<file path="config.mk">
export PLATFORM = sky130hd
export DESIGN_NAME = cnn_score_collector
export DESIGN_NICKNAME = d
export VERILOG_FILES = /design/src/rtl/cnn_score_collector.sv
export SDC_FILE = /design/constraint.sdc
export NUM_CORES = 1
export LEC_CHECK = 0
export BUFFER_PORTS_ARGS = -buffer_cell sky130_fd_sc_hd__buf_2
export CORE_MARGIN = 2
export CORE_UTILIZATION = 40
export CTS_CLUSTER_DIAMETER = 200
export DETAILED_ROUTE_END_ITERATION = 6
export PLACE_DENSITY = 0.59
export SLEW_MARGIN = 5
export SYNTH_ARGS = -nofsm -noshare
export SYNTH_HDL_FRONTEND = slang
export SYNTH_SLANG_ARGS = --single-unit
export TNS_END_PERCENT = 50
</file>
<file path="constraint.sdc">
create_clock -name aclk -period 3.25 [get_ports aclk]
set_input_delay 0.325 -clock aclk [delete_from_list [all_inputs] [get_ports aclk]]
set_output_delay 0.325 -clock aclk [all_outputs]
set_load 0.02 [all_outputs]
</file>
<file path="src/rtl/cnn_score_collector.sv">
// Collects one frame of CNN class scores, tracks a running argmax and replays
// the stored scores over a valid/ready dump channel after the result handshake.
module cnn_score_collector #(
  parameter int NUM_CLASSES = 10,
  parameter int DATA_W      = 16,
  parameter int LBL_W       = 5,
  parameter int ADDR_W      = 32
) (
  input  logic              aclk,
  input  logic              aresetn,
  input  logic              i_start,
  input  logic              i_score_v,
  input  logic [ADDR_W-1:0] i_score_addr,
  input  logic [DATA_W-1:0] i_score_data,
  output logic              o_busy,
  output logic              o_res_v,
  input  logic              i_res_ready,
  output logic [LBL_W-1:0]  o_res_lbl,
  output logic [DATA_W-1:0] o_res_max,
  output logic              o_dump_v,
  input  logic              i_dump_ready,
  output logic [LBL_W-1:0]  o_dump_idx,
  output logic [DATA_W-1:0] o_dump_data,
  output logic              o_frame_done,
  output logic              o_err_oor,
  output logic              o_err_dup
);

  localparam logic [1:0] S_IDLE    = 2'd0;
  localparam logic [1:0] S_COLLECT = 2'd1;
  localparam logic [1:0] S_RESULT  = 2'd2;
  localparam logic [1:0] S_DUMP    = 2'd3;

  localparam int DEPTH = 1 << LBL_W;
  localparam int CNT_W = LBL_W + 1;
  localparam logic [LBL_W-1:0]  LAST_IDX = LBL_W'(NUM_CLASSES - 1);
  localparam logic [CNT_W-1:0]  LAST_CNT = CNT_W'(NUM_CLASSES - 1);
  localparam logic [ADDR_W-1:0] NUM_ADDR = ADDR_W'(NUM_CLASSES);

  logic [1:0]        state;
  logic [DEPTH-1:0]  mask;
  logic [CNT_W-1:0]  count;
  logic [DATA_W-1:0] scores [DEPTH];

  logic [LBL_W-1:0]  slot;
  logic              in_range;
  logic              is_dup;
  logic              accept;
  logic              take_new;

  // The range check uses the full address so high bits can never alias a slot.
  assign slot     = i_score_addr[LBL_W-1:0];
  assign in_range = (i_score_addr < NUM_ADDR);
  assign is_dup   = in_range && mask[slot];
  assign accept   = (state == S_COLLECT) && i_score_v && in_range && !mask[slot];

  // o_res_max/o_res_lbl double as the running argmax; equal scores go to the lower index.
  assign take_new = (count == '0)
                 || ($signed(i_score_data) > $signed(o_res_max))
                 || ((i_score_data == o_res_max) && (slot < o_res_lbl));

  always_ff @(posedge aclk or negedge aresetn) begin
    if (!aresetn) begin
      state        <= S_IDLE;
      mask         <= '0;
      count        <= '0;
      o_busy       <= 1'b0;
      o_res_v      <= 1'b0;
      o_res_lbl    <= '0;
      o_res_max    <= '0;
      o_dump_v     <= 1'b0;
      o_dump_idx   <= '0;
      o_dump_data  <= '0;
      o_frame_done <= 1'b0;
      o_err_oor    <= 1'b0;
      o_err_dup    <= 1'b0;
      for (int i = 0; i < DEPTH; i++) begin
        scores[i] <= '0;
      end
    end else begin
      o_frame_done <= 1'b0;
      case (state)
        S_IDLE: begin
          if (i_start) begin
            state     <= S_COLLECT;
            o_busy    <= 1'b1;
            mask      <= '0;
            count     <= '0;
            o_res_lbl <= '0;
            o_res_max <= '0;
            o_err_oor <= 1'b0;
            o_err_dup <= 1'b0;
          end
        end
        S_COLLECT: begin
          if (i_score_v && !in_range) o_err_oor <= 1'b1;
          if (i_score_v && is_dup)    o_err_dup <= 1'b1;
          if (accept) begin
            scores[slot] <= i_score_data;
            mask[slot]   <= 1'b1;
            count        <= count + 1'b1;
            if (take_new) begin
              o_res_lbl <= slot;
              o_res_max <= i_score_data;
            end
            if (count == LAST_CNT) begin
              state   <= S_RESULT;
              o_res_v <= 1'b1;
            end
          end
        end
        S_RESULT: begin
          if (i_res_ready) begin
            state       <= S_DUMP;
            o_res_v     <= 1'b0;
            o_dump_v    <= 1'b1;
            o_dump_idx  <= '0;
            o_dump_data <= scores[0];
          end
        end
        S_DUMP: begin
          if (i_dump_ready) begin
            if (o_dump_idx == LAST_IDX) begin
              state        <= S_IDLE;
              o_busy       <= 1'b0;
              o_dump_v     <= 1'b0;
              o_frame_done <= 1'b1;
            end else begin
              o_dump_idx  <= o_dump_idx + 1'b1;
              o_dump_data <= scores[o_dump_idx + 1'b1];
            end
          end
        end
        default: state <= S_IDLE;
      endcase
    end
  end

endmodule

</file>
# == Word level (Yosys, flattened, before mapping) ==
# Index checks and enable logic that the tools add are counted.
# word_totals
output_inout_bits,48
in_bits,54
elab_cells,160
ff_bits,600
# op_classes
n_eq_ne,16
magnitude_cmp,8
n_bitwise,3
addsub,2
muxes,57
reduce_logical,29
# op_table
operator,n
bitwise mux 512 bit,1
two-way mux 16 bit,9
binary-select mux 16 bit (select 5 bit),1
demux 16 bit (select 5 bit),1
two-way mux 32 bit,2
case mux 16 bit (2 select lines),2
case mux 32 bit (2 select lines),1
< comparator 32 x 4 -> 1 bit (second input constant),1
OR 32 bit,1
two-way mux 5 bit,6
case mux 5 bit (2 select lines),2
AND reduction 4 bit,5
== test 16 bit,1
> comparator 16 bit,1
two-way mux 1 bit,15
!= test 2 bit (second input constant),7
greater-or-equal comparator 6 bit (second input constant),2
two-way mux 2 bit,6
two-way mux 6 bit,2
inverter 5 -> 6 bit,2
case mux 6 bit (2 select lines),1
case mux 1 bit (2 select lines),5
logical AND 1 bit,9
AND reduction 3 bit,3
21 further kinds,29

# == Logic depth before layout (Yosys ltp) ==
# depth
depth_word,8
depth_mapped,11
depth_no_buf,9

# == Worst setup path before layout ==
# Ideal clock, no wire load.
# synth_path
path_type,reg-to-reg
start,register o_dump_idx[1]
end,register o_dump_data[7]
t_arrival_ns,2.635
stages_incl_launch_ff,11
n_path_buf,2
t_required_ns,3.117
slack_ns,0.482
path_cell_list,dfrtp_1 inv_1 ha_1 clkbuf_1 clkbuf_1 mux4_2 mux4_2 mux2i_1 nand2_1 o21ai_0 o21ai_0
# synth_between
elab_chain_len,8
word_cells_on_any_way,11
# synth_rtl
element,line_no,source
"start, declared",22,"output logic [LBL_W-1:0] o_dump_idx,"
"start signal, assigned",129,o_dump_idx <= o_dump_idx + 1'b1;
adder 5 x 1 -> 5 bit,130,o_dump_data <= scores[o_dump_idx + 1'b1];
inverter 5 -> 6 bit (not written as such),130,
binary-select mux 16 bit (select 5 bit),130,
two-way mux 16 bit (not written as such) (2 in a row),130,
two-way mux 16 bit,123,if (o_dump_idx == LAST_IDX) begin
two-way mux 16 bit,122,if (i_dump_ready) begin
case mux 16 bit (2 select lines),82,case (state)
"end signal, assigned",118,o_dump_data <= scores[0];
"end signal, assigned",130,
"end, declared",23,"output logic [DATA_W-1:0] o_dump_data,"
# Parallel ways exist; a longest one is shown, timed or not. The select of a mux whose other input is x is not followed.
# A chain may end at the register's enable or synchronous reset.

# == Worst setup path in the final report ==
# layout_path
start,register o_dump_idx[0]
end,register o_dump_data[10]
# Same word-level chain as after synthesis.

==> flow_results.org <==
** Outcome
- Outcome :: complete, no violations

** GRT
- Summed over all layers, the global routing overflow is 0.
- Wire length of the first global-routing pass :: roughly 82000 microns
- The initial antenna violation count came to 4.
- Entering global routing, the biggest net connects 88 pins.
- Number of global-route vias before repair :: approximately 14k
- Overall Global Routing Usage :: about 16%

** Detailed routing
- Detailed-router iteration count before antenna repair :: 7
- After detailed routing, the average wire length per cell comes to just over 20 microns.
- The detailed router put a total of roughly 25000 microns of wire on met1.
- Met3 Wirelength :: 2282 microns
- Via-to-Cell Ratio :: around 5
- Wire segments on met2 add up to 22970 microns in the final route.
- Post-route antenna net violation count :: 0
- After detailed routing, the total wire length is roughly 51000 microns.
- The final route contains around 12k vias.
- Uppermost layer routed :: met5
- For this block, the initial DRC count from the detailed router was about 800.
- Drc violations :: 0

** Setup path
- Cell with the largest stage delay on the worst path :: sky130_fd_sc_hd__mux4_2
- Top Family by Delay on Critical Path :: multiplexers
- Count of buffer and inverter cells on the critical path :: 3
- Data on the critical path arrives at its endpoint at between 3 and 4 ns.
- The worst setup path is launched from a flop.
- Cells traversed along the worst timing path :: buf_12, buf_12, mux4_2, mux4_2, mux2i_1, nand2_1, o21ai_0, buf_4, o21ai_0
- Critical path endpoint category :: flop
- Required @ worst endpoint :: 3.74 ns
- Of all nets on the critical path, the largest fanout is 35.
- On the worst path, the slowest cell contributes a delay of around 0.56 ns.
- The worst setup path is of the flop to flop kind.

** CTS
- Clock slew seen by the registers of the worst setup and hold paths :: 0.06 ns
- TritonCTS Sinks :: 600
- Total clock buffers created by CTS :: 60
- Root Driver :: sky130_fd_sc_hd__clkbuf_16
- Clk buf depth :: 3
- Clock tree from TritonCTS :: yes
- The H-tree generated during clock tree synthesis spans 2 levels.
- Clock insertion delay at the later pin of the skew report :: around 0.62 ns

** Synthesis
- Combined area of all synthesized cells :: roughly 0.025 sq mm
- Share of synthesized flip-flops with an asynchronous set or reset :: 100.0%
- The top cell type by area accounts for ~59% of the synthesized area.
- In this run, synthesis inferred 0 flip-flops with an integrated enable.
- Synth warn :: 0
- Sequential cells were found to cover around three fifths of the synthesized design area.
- Post-synthesis cell count :: about 1.8k
- After synthesis the netlist holds a flip-flop and latch count of 600.
- Counting distinct cell types in the post-synthesis netlist gives 54.
- Dominant cells by area after synthesis :: sky130_fd_sc_hd__dfrtp_1 59%, sky130_fd_sc_hd__mux4_2 15%, sky130_fd_sc_hd__clkbuf_1 6.0%
- Post-Synthesis Net Count :: around 1.9k
- Top flip-flop cell by instance count after synthesis :: sky130_fd_sc_hd__dfrtp_1
- Post-Synthesis Mean Instance Area :: about 14 sq um
- Yosys top cell by area :: sky130_fd_sc_hd__dfrtp_1

** Placement
- The HPWL after detailed placement is 33910 microns.
- Worst-case setup slack after placement :: between 0.2 and 0.25 ns
- Routability-driven placement finished with a final weighted congestion of ~0.77.
- Input and output buffers added on the ports amount to 101.

** Pwr
- Cell Pwr Density :: between 500 and 600 mW/mm^2
- The analysis attributes to net switching a power of between 3 and 4 mW.
- The share of total power dissipated in combinational logic is roughly 2.2%.
- Share of total power in the clock network :: between 40% and 50%
- Internal power comes to 11.79 mW.
- In this run, flip-flops and latches consume approximately 50% of the power.
- Pleak :: 13.60 nW
- Maximum resistive drop on vdd :: between 0.3 and 0.4 mV
- Net switching is about a fifth of the power.

** STA
- Final sum of negative setup slack :: 0 ns
- Derived from the worst setup path, the maximum achievable clock frequency is 342.3 MHz.
- Worst-Margin Slew :: slightly above 1 ns
- Setup slack closes at around 0.33 ns.
- Max-slew violation count :: 0
- Shortest period the worst path allows :: between 2 and 3 ns
- In the finished design, the share of the clock period the worst path needs comes to between 80% and 90%.
- The final hold violation count came to 0.
- Setup repair after global routing missed its margin :: false
- Worst-case clock skew :: around 0.027 ns
- Final setup fails :: 0
- Worst rel slew slack :: around a third

** Worst hold path
- Path category of the worst min-delay check :: input pin to flop

** Run
- Max-cap violations :: 0

** Floorplanning
- The die covers about 0.065 sq mm.
- During I/O placement, the number of pins put on the boundary was between 100 and 150.
- Core ar. :: about 0.063 sq mm
- Initial core utilization :: between 40% and 50%
- X dimension of the die :: ~260 microns
- Floorplan row count :: 92
- Die boundary height :: between 200 and 300 microns

** Cells and area
- Of the cells placed in the final design, the portion with a size suffix greater than 1 is approximately 37%.
- Diode insertion count for antenna repair :: 0
- Fill cells in the final layout number around 5.5k.
- Nets@finish :: between 1.5k and 2k
- Relative to the synthesized area, the layout overhead comes to 10.38%.
-- cells by family (layout without fill, tap and decap cells) --
| logic type | after synthesis | after routing | synth area share (%) |
|---|---|---|---|
| DFF | 600 | 600 | 59.42 |
| buffers and inverters | 483 | 313 | 7.675 |
| muxes | 361 | 361 | 24.14 |
| and+or+nand+nor | 201 | 201 | 4.249 |
| AOI/OAI and AO/OA | 121 | 121 | 2.837 |
| adders and majority gates | 29 | 29 | 1.436 |
| xor gates and xnor gates | 6 | 6 | 0.2377 |
-- state kept, by name, summed over array words and instances, names as in the netlist --
| signal | count |
|---|---|
| o_frame_done | 1 |
| o_res_max | 16 |
| o_res_v | 1 |
| o_dump_data | 16 |
| o_dump_idx | 5 |
| o_dump_v | 1 |
| count | 6 |
| mask | 32 |
| scores | 512 |
| o_err_oor | 1 |
| o_err_dup | 1 |
| o_busy | 1 |
| o_res_lbl | 5 |
| state | 2 |
-- routing by layer --
layer / vias up / GRT usage (%)
li1: 5610 / -
met1: 6464 / 24.14
met2: 240 / 24.31
met3: 72 / 3.046
met4: 2 / 4.493
met5: - / 0
-- stage by stage --
step / instances / power (mW) / hold WS, ns / instance area (sq um) / util (%)
final: 2477 / 14.90 / 0.05756 / 27890 / 44.46
after global routing: 2477 / 15.51 / 0.06604 / 27890 / 44.46
after CTS: 2477 / 15.12 / 0.02383 / 27890 / 44.46
after detailed placement: 2360 / 7.946 / 0.3622 / 25760 / 41.07
after global placement: 2360 / 7.937 / 0.3597 / 25760 / 41.07
after floorplan: 1801 / 7.694 / 0.02941 / 25270 / -
-- path summary, 6_finish.rpt --
| kind | start | endpoint | slack [ns] | depth (start not counted) |
|---|---|---|---|---|
| min in group asynchronous | aresetn | scores[288]$_DFFE_PN0P_ | 0.33 | 2 |
| worst max register to register | o_dump_idx[0]$_DFFE_PN0P_ | o_dump_data[10]$_DFFE_PN0P_ | 0.33 | 9 |
| worst max-delay path | o_dump_idx[0]$_DFFE_PN0P_ | o_dump_data[10]$_DFFE_PN0P_ | 0.33 | 9 |
| max in group asynchronous | aresetn | mask[18]$_DFFE_PN0P_ | 1.97 | 3 |
| worst min-delay path | i_res_ready | o_res_v$_DFFE_PN0P_ | 0.06 | 4 |
| worst min register to register | scores[229]$_DFFE_PN0P_ | scores[229]$_DFFE_PN0P_ | 0.37 | 0 |
-- power groups by stage --
stage	logic, mW	clock network [mW]	registers [mW]
CTS	0.344	7.30	7.47
detailed placement	0.339	0	7.61
finish	0.328	7.10	7.47
global route	0.378	7.67	7.46
global placement	0.330	0	7.61
floorplan	0.0847	0	7.61
-- worst reg2reg max path, delay by kind of cell (launching register included) --
family	cells	cell delay, ns
AO/OA/AOI/OAI	2	0.23
buffers and inverters	3	0.76
flip-flops	1	0.46
multiplexers	3	1.28
AND/OR/NAND/NOR	1	0.07
-- area by class of cell --
cell class	count	area, sq um	share of cell area [%]
clock buffer	95	1906	6.832
clock inverter	18	182.7	0.6549
inverter	37	138.9	0.4979
multi-input combinational	718	8359	29.97
sequential	600	15020	53.84
tap	846	1059	3.795
timing repair buffer	163	1229	4.405
-- cells in the mapped netlist, types with 5 or more instances --
library cell	count
sky130_fd_sc_hd__and3_1	5
sky130_fd_sc_hd__nand3_1	7
sky130_fd_sc_hd__nand4_4	8
sky130_fd_sc_hd__mux2_4	56
sky130_fd_sc_hd__mux2_2	94
sky130_fd_sc_hd__inv_1	37
sky130_fd_sc_hd__nor2_1	50
sky130_fd_sc_hd__mux2i_1	44
sky130_fd_sc_hd__nand4_1	8
sky130_fd_sc_hd__and2_1	7
sky130_fd_sc_hd__ha_1	29
sky130_fd_sc_hd__dfrtp_1	600
sky130_fd_sc_hd__a21oi_1	41
sky130_fd_sc_hd__nand2b_1	8
sky130_fd_sc_hd__nand2_1	80
sky130_fd_sc_hd__nor4_1	7
sky130_fd_sc_hd__clkbuf_1	405
sky130_fd_sc_hd__o211ai_1	5
sky130_fd_sc_hd__mux4_2	163
sky130_fd_sc_hd__buf_6	8
sky130_fd_sc_hd__o21ai_0	54
sky130_fd_sc_hd__buf_4	6
sky130_fd_sc_hd__nor2b_1	5
sky130_fd_sc_hd__buf_2	22
sky130_fd_sc_hd__nor3_1	6
-- placed cells by master, fill, tap and decap left out, drive strengths merged, types with 2 or more instances in the layout --
cell,Yosys,final
xor2,5,5
clkinv,0,14
nand4,19,19
nand3b,2,2
a21oi,41,41
dfrtp,600,600
inv,37,37
nand3,7,7
and3,5,5
a221oi,3,3
nor3,8,8
ha,29,29
mux2,151,151
clkbuf,405,95
buf,41,159
a31oi,2,2
nand2,80,80
nand2b,8,8
o211ai,5,5
o21ai,54,54
mux4,166,166
a211oi,3,3
mux2i,44,44
dlygate4sd3,0,4
nor2,50,50
o22ai,3,3
bufinv,0,3
nor4,7,7
o311ai,2,2
and2,7,7
nor2b,5,5
-- repair_timing --
item                      4_1_cts  5_1_grt
hold buffers                    4        0
setup buffers                   0        0
gates resized for setup         0        0
hold endpoints to repair       66        0
Note: power is estimated with default switching activity, not from simulation.
